**src/rtl/ldm_stm_sequencer_pkg.sv**
```systemverilog
// Shared definitions for the LDM/STM block-transfer sequencer:
// addressing-mode codes, FSM state encoding and word size.
package ldm_stm_sequencer_pkg;

  localparam logic [1:0] MODE_IA = 2'd0;  // increment after
  localparam logic [1:0] MODE_IB = 2'd1;  // increment before
  localparam logic [1:0] MODE_DA = 2'd2;  // decrement after
  localparam logic [1:0] MODE_DB = 2'd3;  // decrement before

  localparam int WORD_BYTES = 4;

  typedef enum logic [1:0] {
    ST_IDLE = 2'd0,
    ST_XFER = 2'd1,
    ST_WB   = 2'd2,
    ST_DONE = 2'd3
  } state_t;

  // One-hot mask for a register index, used to retire a transferred register.
  function automatic logic [15:0] reg_mask(input logic [3:0] idx);
    return 16'(1) << idx;
  endfunction

endpackage

```
**src/rtl/ldm_stm_sequencer_reg_list_encoder.sv**
```systemverilog
// Register-list encoder: lowest set index, non-empty flag and popcount of a
// 16-bit LDM/STM register list. Purely combinational.
module reg_list_encoder (
  input  logic [15:0] list,
  output logic [3:0]  lowest,
  output logic        valid,
  output logic [4:0]  count
);

  // Scan from the top down so the last hit is the lowest set bit.
  always_comb begin
    // NOTE: every output gets a default before the loop so no latch is inferred.
    lowest = '0;
    count  = '0;
    for (int i = 15; i >= 0; i--) begin
      if (list[i]) begin
        lowest = 4'(i);
      end
      count = count + {4'b0000, list[i]};
    end
    valid = |list;
  end

endmodule

```
**src/rtl/ldm_stm_sequencer.sv**
```systemverilog
// LDM/STM multi-register transfer sequencer. Sits beside the register file:
// loads drive the write port one register per memory beat, stores drive read
// port 1 and forward its data to memory. Handles IA/IB/DA/DB address
// generation and optional base-register writeback.
module ldm_stm_sequencer
  import ldm_stm_sequencer_pkg::*;
#(
  parameter int DATA_W     = 32,
  parameter int REG_ADDR_W = 5
) (
  input  logic                  clock,
  input  logic                  reset,
  input  logic                  start,
  input  logic                  is_load,
  input  logic [15:0]           reg_list,
  input  logic [1:0]            addr_mode,
  input  logic [DATA_W-1:0]     base_addr,
  input  logic [3:0]            base_reg,
  input  logic                  wb_en,
  output logic [REG_ADDR_W-1:0] read_reg_num1,
  input  logic [DATA_W-1:0]     read_data1,
  output logic [REG_ADDR_W-1:0] write_reg,
  output logic [DATA_W-1:0]     write_data,
  output logic                  regwrite,
  output logic                  mem_req,
  output logic                  mem_we,
  output logic [DATA_W-1:0]     mem_addr,
  output logic [DATA_W-1:0]     mem_wdata,
  input  logic [DATA_W-1:0]     mem_rdata,
  input  logic                  mem_ack,
  output logic                  busy,
  output logic                  done
);

  state_t            state_q;
  logic [15:0]       pending_q;
  logic [15:0]       list_q;
  logic [DATA_W-1:0] addr_q;
  logic [DATA_W-1:0] final_q;
  logic              is_load_q;
  logic [3:0]        base_reg_q;
  logic              wb_en_q;

  // The encoder looks at the incoming list while idle (for N) and at the
  // pending list during the transfer (for the current register).
  logic [15:0] enc_in;
  logic [3:0]  enc_lowest;
  logic        enc_valid;
  logic [4:0]  enc_count;

  assign enc_in = (state_q == ST_IDLE) ? reg_list : pending_q;

  reg_list_encoder u_encoder (
    .list   (enc_in),
    .lowest (enc_lowest),
    .valid  (enc_valid),
    .count  (enc_count)
  );

  logic [DATA_W-1:0]     step;
  logic [DATA_W-1:0]     span;
  logic [DATA_W-1:0]     start_addr;
  logic [DATA_W-1:0]     final_base;
  logic [15:0]           pending_next;
  logic                  last_beat;
  logic [REG_ADDR_W-1:0] cur_reg;
  logic                  wb_suppress;

  assign step         = DATA_W'(WORD_BYTES);
  assign span         = DATA_W'(enc_count) * step;
  assign pending_next = pending_q & ~reg_mask(enc_lowest);
  assign last_beat    = (enc_count == 5'd1);
  assign cur_reg      = REG_ADDR_W'(enc_lowest);
  // A load that includes the base register keeps the loaded value.
  assign wb_suppress  = is_load_q && list_q[base_reg_q];

  // First beat address and written-back base for the four addressing modes.
  always_comb begin
    start_addr = base_addr;
    final_base = base_addr + span;
    case (addr_mode)
      MODE_IA: start_addr = base_addr;
      MODE_IB: start_addr = base_addr + step;
      MODE_DA: start_addr = base_addr - span + step;
      MODE_DB: start_addr = base_addr - span;
      default: start_addr = base_addr;
    endcase
    if (addr_mode == MODE_DA || addr_mode == MODE_DB) begin
      final_base = base_addr - span;
    end
  end

  // Sequencer FSM: latch the request, walk the list one beat per ack,
  // optional writeback, one-cycle done.
  always_ff @(posedge clock) begin
    // NOTE: sequential state uses non-blocking assignments so every register
    // samples pre-edge values regardless of statement order.
    if (reset) begin
      state_q    <= ST_IDLE;
      pending_q  <= '0;
      list_q     <= '0;
      addr_q     <= '0;
      final_q    <= '0;
      is_load_q  <= 1'b0;
      base_reg_q <= '0;
      wb_en_q    <= 1'b0;
    end else begin
      case (state_q)
        ST_IDLE: begin
          if (start) begin
            is_load_q  <= is_load;
            list_q     <= reg_list;
            pending_q  <= reg_list;
            base_reg_q <= base_reg;
            wb_en_q    <= wb_en;
            addr_q     <= start_addr;
            final_q    <= final_base;
            state_q    <= enc_valid ? ST_XFER : ST_DONE;
          end
        end
        ST_XFER: begin
          if (mem_ack) begin
            pending_q <= pending_next;
            addr_q    <= addr_q + step;
            if (last_beat) begin
              state_q <= wb_en_q ? ST_WB : ST_DONE;
            end
          end
        end
        ST_WB:   state_q <= ST_DONE;
        ST_DONE: state_q <= ST_IDLE;
        default: state_q <= ST_IDLE;
      endcase
    end
  end

  // Output decode from the registered state; everything is 0 while idle.
  // Register writes are gated by reset so an abort performs no further write.
  always_comb begin
    read_reg_num1 = '0;
    write_reg     = '0;
    write_data    = '0;
    regwrite      = 1'b0;
    mem_req       = 1'b0;
    mem_we        = 1'b0;
    mem_addr      = '0;
    mem_wdata     = '0;
    busy          = (state_q != ST_IDLE);
    done          = (state_q == ST_DONE);
    case (state_q)
      ST_XFER: begin
        mem_req  = 1'b1;
        mem_we   = ~is_load_q;
        mem_addr = addr_q;
        if (!is_load_q) begin
          read_reg_num1 = cur_reg;
          mem_wdata     = read_data1;
        end else if (mem_ack && !reset) begin
          regwrite   = 1'b1;
          write_reg  = cur_reg;
          write_data = mem_rdata;
        end
      end
      ST_WB: begin
        if (!reset && !wb_suppress) begin
          regwrite   = 1'b1;
          write_reg  = REG_ADDR_W'(base_reg_q);
          write_data = final_q;
        end
      end
      default: ;
    endcase
  end

endmodule
```
**config.mk**
```make
export PLATFORM = sky130hd
export DESIGN_NAME = ldm_stm_sequencer
export DESIGN_NICKNAME = d
export VERILOG_FILES = /design/src/rtl/ldm_stm_sequencer_pkg.sv /design/src/rtl/ldm_stm_sequencer_reg_list_encoder.sv /design/src/rtl/ldm_stm_sequencer.sv
export SDC_FILE = /design/constraint.sdc
export NUM_CORES = 1
export LEC_CHECK = 0
export ABC_CLOCK_PERIOD_IN_PS = 9410
export CAP_MARGIN = 20
export CORE_UTILIZATION = 47
export DETAILED_ROUTE_END_ITERATION = 10
export GPL_ROUTABILITY_DRIVEN = 0
export PLACE_DENSITY_LB_ADDON = 0.12
export SYNTH_ARGS = -nofsm -noshare
export SYNTH_HDL_FRONTEND = slang
export SYNTH_HIERARCHICAL = 1
export SYNTH_SLANG_ARGS = --single-unit
```
**constraint.sdc**
```tcl
create_clock -name clock -period 9.41 [get_ports clock]
set_clock_uncertainty 0.1 [all_clocks]
set_input_delay 1.882 -clock clock [delete_from_list [all_inputs] [get_ports clock]]
set_output_delay 1.882 -clock clock [all_outputs]
set_load 0.005 [all_outputs]
```
==> impl_metrics.tcl <==
set metrics [dict create \
    nFillCells 1962 \
    maxSlewHeadroom_pct 20.79 \
    crit_path_start_kind "input port" \
    global_route_usage_sum_pct 35.36 \
    vias_in_the_first_global_route 10670 \
    synthesized_netlist_cell_count 1482 \
    timing_worst_setup_path_type "in2reg" \
    min_period_over_period_pct 94.80 \
    postCtsResizedCells 0 \
    gr-total-overflow 0 \
    drt_first_iter_violations 1392 \
    clock_tree.htree_level_count 3 \
    layout.cell_area.non_filler_mm2 0.01326 \
    antenna_violations_before_repair 0 \
    netlist_top_cells_count "195 x sky130_fd_sc_hd__nand2_1, 155 x sky130_fd_sc_hd__a21oi_1, 113 x sky130_fd_sc_hd__nor2_1" \
    synthDominantAreaCellType "sky130_fd_sc_hd__dfxtp_1" \
    fmax_ghz 0.1121 \
    post-cts-setup-buffers 0 \
    number_of_flip_flops_and_latches_in_the_synthesized_netlist 104 \
    detail_route.wl_per_cell_um 20.91 \
    cts.root.buffer_cell "sky130_fd_sc_hd__clkbuf_16" \
    post_synth_edffs 0 \
    finalCriticalPeriod_ns 8.920 \
    hold_viol 0 \
    synthArstFlopShare_pct 0 \
    critical_path.endpoint_type "flip-flop" \
    yosys-top-cells-area "sky130_fd_sc_hd__dfxtp_1 20%, sky130_fd_sc_hd__a21oi_1 7.6%, sky130_fd_sc_hd__nand2_1 7.1%" \
    cts_sinks 104 \
    ys_seq_area_share_pct 20.28 \
    required_ns 9.60 \
    total_half_perimeter_wirelength_after_legalization_and_detailed_placement_mm 31.31 \
    holdBufCountCts 0 \
    die-width_um 149.8 \
    synth.distinct_cells 79 \
    cp_max_fo 7 \
    detail_route.vias_per_cell 6.225 \
    drt_pre_antenna_iters 10 \
    slew_violations 0 \
    design.core.area_mm2 0.02122 \
    final_layout_size_suffix_gt1_share_pct 7.463 \
    vias 12140 \
    rsz_0062_raised_after_global_routing "no" \
    clkLatencyLatePin_ns 0.37 \
    setup_viol 0 \
    place.port_buffers 232 \
    placement.cell_area_mm2 0.01295 \
    synthesis.area_per_instance_um2 6.928 \
    post-synth-top-count-cell "sky130_fd_sc_hd__nand2_1" \
    grt_max_degree 78 \
    synth.top_cell.area_share_pct 20.28 \
    netlist_area_mm2 0.01027 \
    final_util_pct 62.49 \
    fin_nets 1833 \
    regArea_mm2 0.002082 \
    worst_setup_hold_path_clk_slew_ns 0.08 \
    drt_wl_total_mm 40.78 \
    tightestPinTransition_ns 1.177 \
    cts_tree "done" \
    setup-tns-final_ns 0 \
    yosys_synthesis_warning_count 6 \
    arrival_ns 9.11 \
    run_status "finished clean" \
    initial_utilization_pct 48.38 \
    multi_input_area_mm2 0.007541 \
    num_io_pins 235 \
    floorplan.rows 53 \
    die_height_um 149.8 \
    synthToLayoutAreaGrowth_pct 29.15 \
    drtAntennaViolNets 0 \
    timing.max_cap.violations 0 \
    synth_ff_type "sky130_fd_sc_hd__dfxtp_1" \
    cts_made_buffers 9 \
    worstHoldPathType "reg2reg" \
    fp.dieArea_mm2 0.02244 \
    first_pass_grt_wire_length_mm 61.07 \
    post_route_drc 0 \
    antenna-diode-count 0 \
    cts-root-to-sink-buffers 2 \
]
-- sequential cells by signal (all words and copies together), names as in the netlist --
| signal | cells |
|---|---|
| pending_q | 16 |
| addr_q | 32 |
| list_q | 16 |
| wb_en_q | 1 |
| final_q | 32 |
| is_load_q | 1 |
| base_reg_q | 4 |
| state_q | 2 |
-- kinds of logic (layout without fill, tap and decap cells) --
kind of cell / count (synthesis) / in the layout / share of synthesized area, %
AND/OR/NAND/NOR: 646 / 646 / 31.66
AO/OA/AOI/OAI: 416 / 416 / 25.76
buffers and inverters: 171 / 363 / 6.532
flip-flops: 104 / 104 / 20.28
XOR/XNOR: 77 / 77 / 6.568
adder cells (fa/ha/maj): 39 / 39 / 5.630
multiplexers: 28 / 28 / 3.534
other: 1 / 2 / 0.03652
-- critical path: stages --
cell and delay [ns]:
sky130_fd_sc_hd__clkdlybuf4s50_1 0.45, sky130_fd_sc_hd__mux2_2 0.32, sky130_fd_sc_hd__inv_1 0.14, sky130_fd_sc_hd__fa_1 0.48, sky130_fd_sc_hd__fa_1 0.53, sky130_fd_sc_hd__fa_1 0.43
sky130_fd_sc_hd__fa_1 0.45, sky130_fd_sc_hd__fa_1 0.42, sky130_fd_sc_hd__fa_1 0.47, sky130_fd_sc_hd__xnor2_1 0.21, sky130_fd_sc_hd__inv_1 0.07, sky130_fd_sc_hd__ha_1 0.30
sky130_fd_sc_hd__buf_4 0.16, sky130_fd_sc_hd__o211a_1 0.17, sky130_fd_sc_hd__a21boi_0 0.41, sky130_fd_sc_hd__nor3_1 0.16, sky130_fd_sc_hd__or4b_4 0.56, sky130_fd_sc_hd__a211oi_4 0.29
sky130_fd_sc_hd__nand2_4 0.07, sky130_fd_sc_hd__or4_4 0.51, sky130_fd_sc_hd__a2111o_1 0.39, sky130_fd_sc_hd__a311oi_2 0.22
-- cells in the final DEF (no fill, tap or decap), drive strengths merged, types with 5 or more instances in the layout --
| cell | netlist | routed |
|---|---|---|
| nor2 | 113 | 113 |
| clkbuf | 101 | 9 |
| nor2b | 44 | 44 |
| or2 | 6 | 6 |
| fa | 12 | 12 |
| a2111oi | 5 | 5 |
| mux2 | 16 | 16 |
| a21o | 9 | 9 |
| nand4b | 5 | 5 |
| inv | 52 | 57 |
| a21oi | 155 | 155 |
| xor2 | 28 | 28 |
| mux2i | 7 | 7 |
| a221oi | 10 | 10 |
| nand2b | 9 | 9 |
| o22ai | 11 | 11 |
| dfxtp | 104 | 104 |
| nor4 | 25 | 25 |
| o211ai | 10 | 10 |
| a211oi | 15 | 15 |
| a311oi | 7 | 7 |
| a22oi | 41 | 41 |
| clkdlybuf4s50 | 0 | 231 |
| or3 | 20 | 20 |
| ha | 27 | 27 |
| nand3 | 45 | 45 |
| o21ai | 66 | 66 |
| a31oi | 19 | 19 |
| or4 | 15 | 15 |
| nand4 | 17 | 17 |
| mux4 | 5 | 5 |
| o31ai | 19 | 19 |
| nor3 | 47 | 47 |
| and2 | 75 | 75 |
| xnor2 | 49 | 49 |
| buf | 18 | 64 |
| and3 | 14 | 14 |
| nand2 | 196 | 196 |
| o21a | 6 | 6 |
-- path summary, 6_finish.rpt --
path | cells after the start | from | endpoint | slack, ns
worst max-delay path | 22 | reg_list[1] | addr_q[31]$_SDFFE_PP0P_ | 0.49
worst min-delay path | 2 | final_q[4]$_SDFFE_PP0P_ | final_q[4]$_SDFFE_PP0P_ | 0.36
worst max register to register | 23 | state_q[1]$_SDFFE_PP0P_ | addr_q[31]$_SDFFE_PP0P_ | 1.17
worst min register to register | 2 | final_q[4]$_SDFFE_PP0P_ | final_q[4]$_SDFFE_PP0P_ | 0.36
-- through the flow --
step	instances	worst slack [ns]	hold WS, ns
6_report	1950	0.4898	0.3557
5_1_grt	1950	0.05978	0.3785
4_1_cts	1950	0.5114	0.3574
3_5_place_dp	1934	0.1333	0.3469
3_3_place_gp	1934	0.2158	0.3399
2_1_floorplan	1483	0.2324	0.3323
-- cell type report --
type                       count  area share [%]
multi-input combinational   1208           56.87
timing repair buffer         295           21.06
sequential                   104           15.70
tap                          275           2.595
clock buffer                   9           1.698
inverter                      52           1.472
clock inverter                 7          0.6039
-- per-layer routing --
metal	vias up	GRT usage, %	wire, µm
met3	81	8.232	5037
met2	768	52.87	17380
met5	-	0	0
met4	0	13.33	1368
met1	5616	48.95	17000
li1	5673	-	-
Power is not shown: default switching activity piles up to over one toggle a cycle in this logic, so the estimate is an artifact.
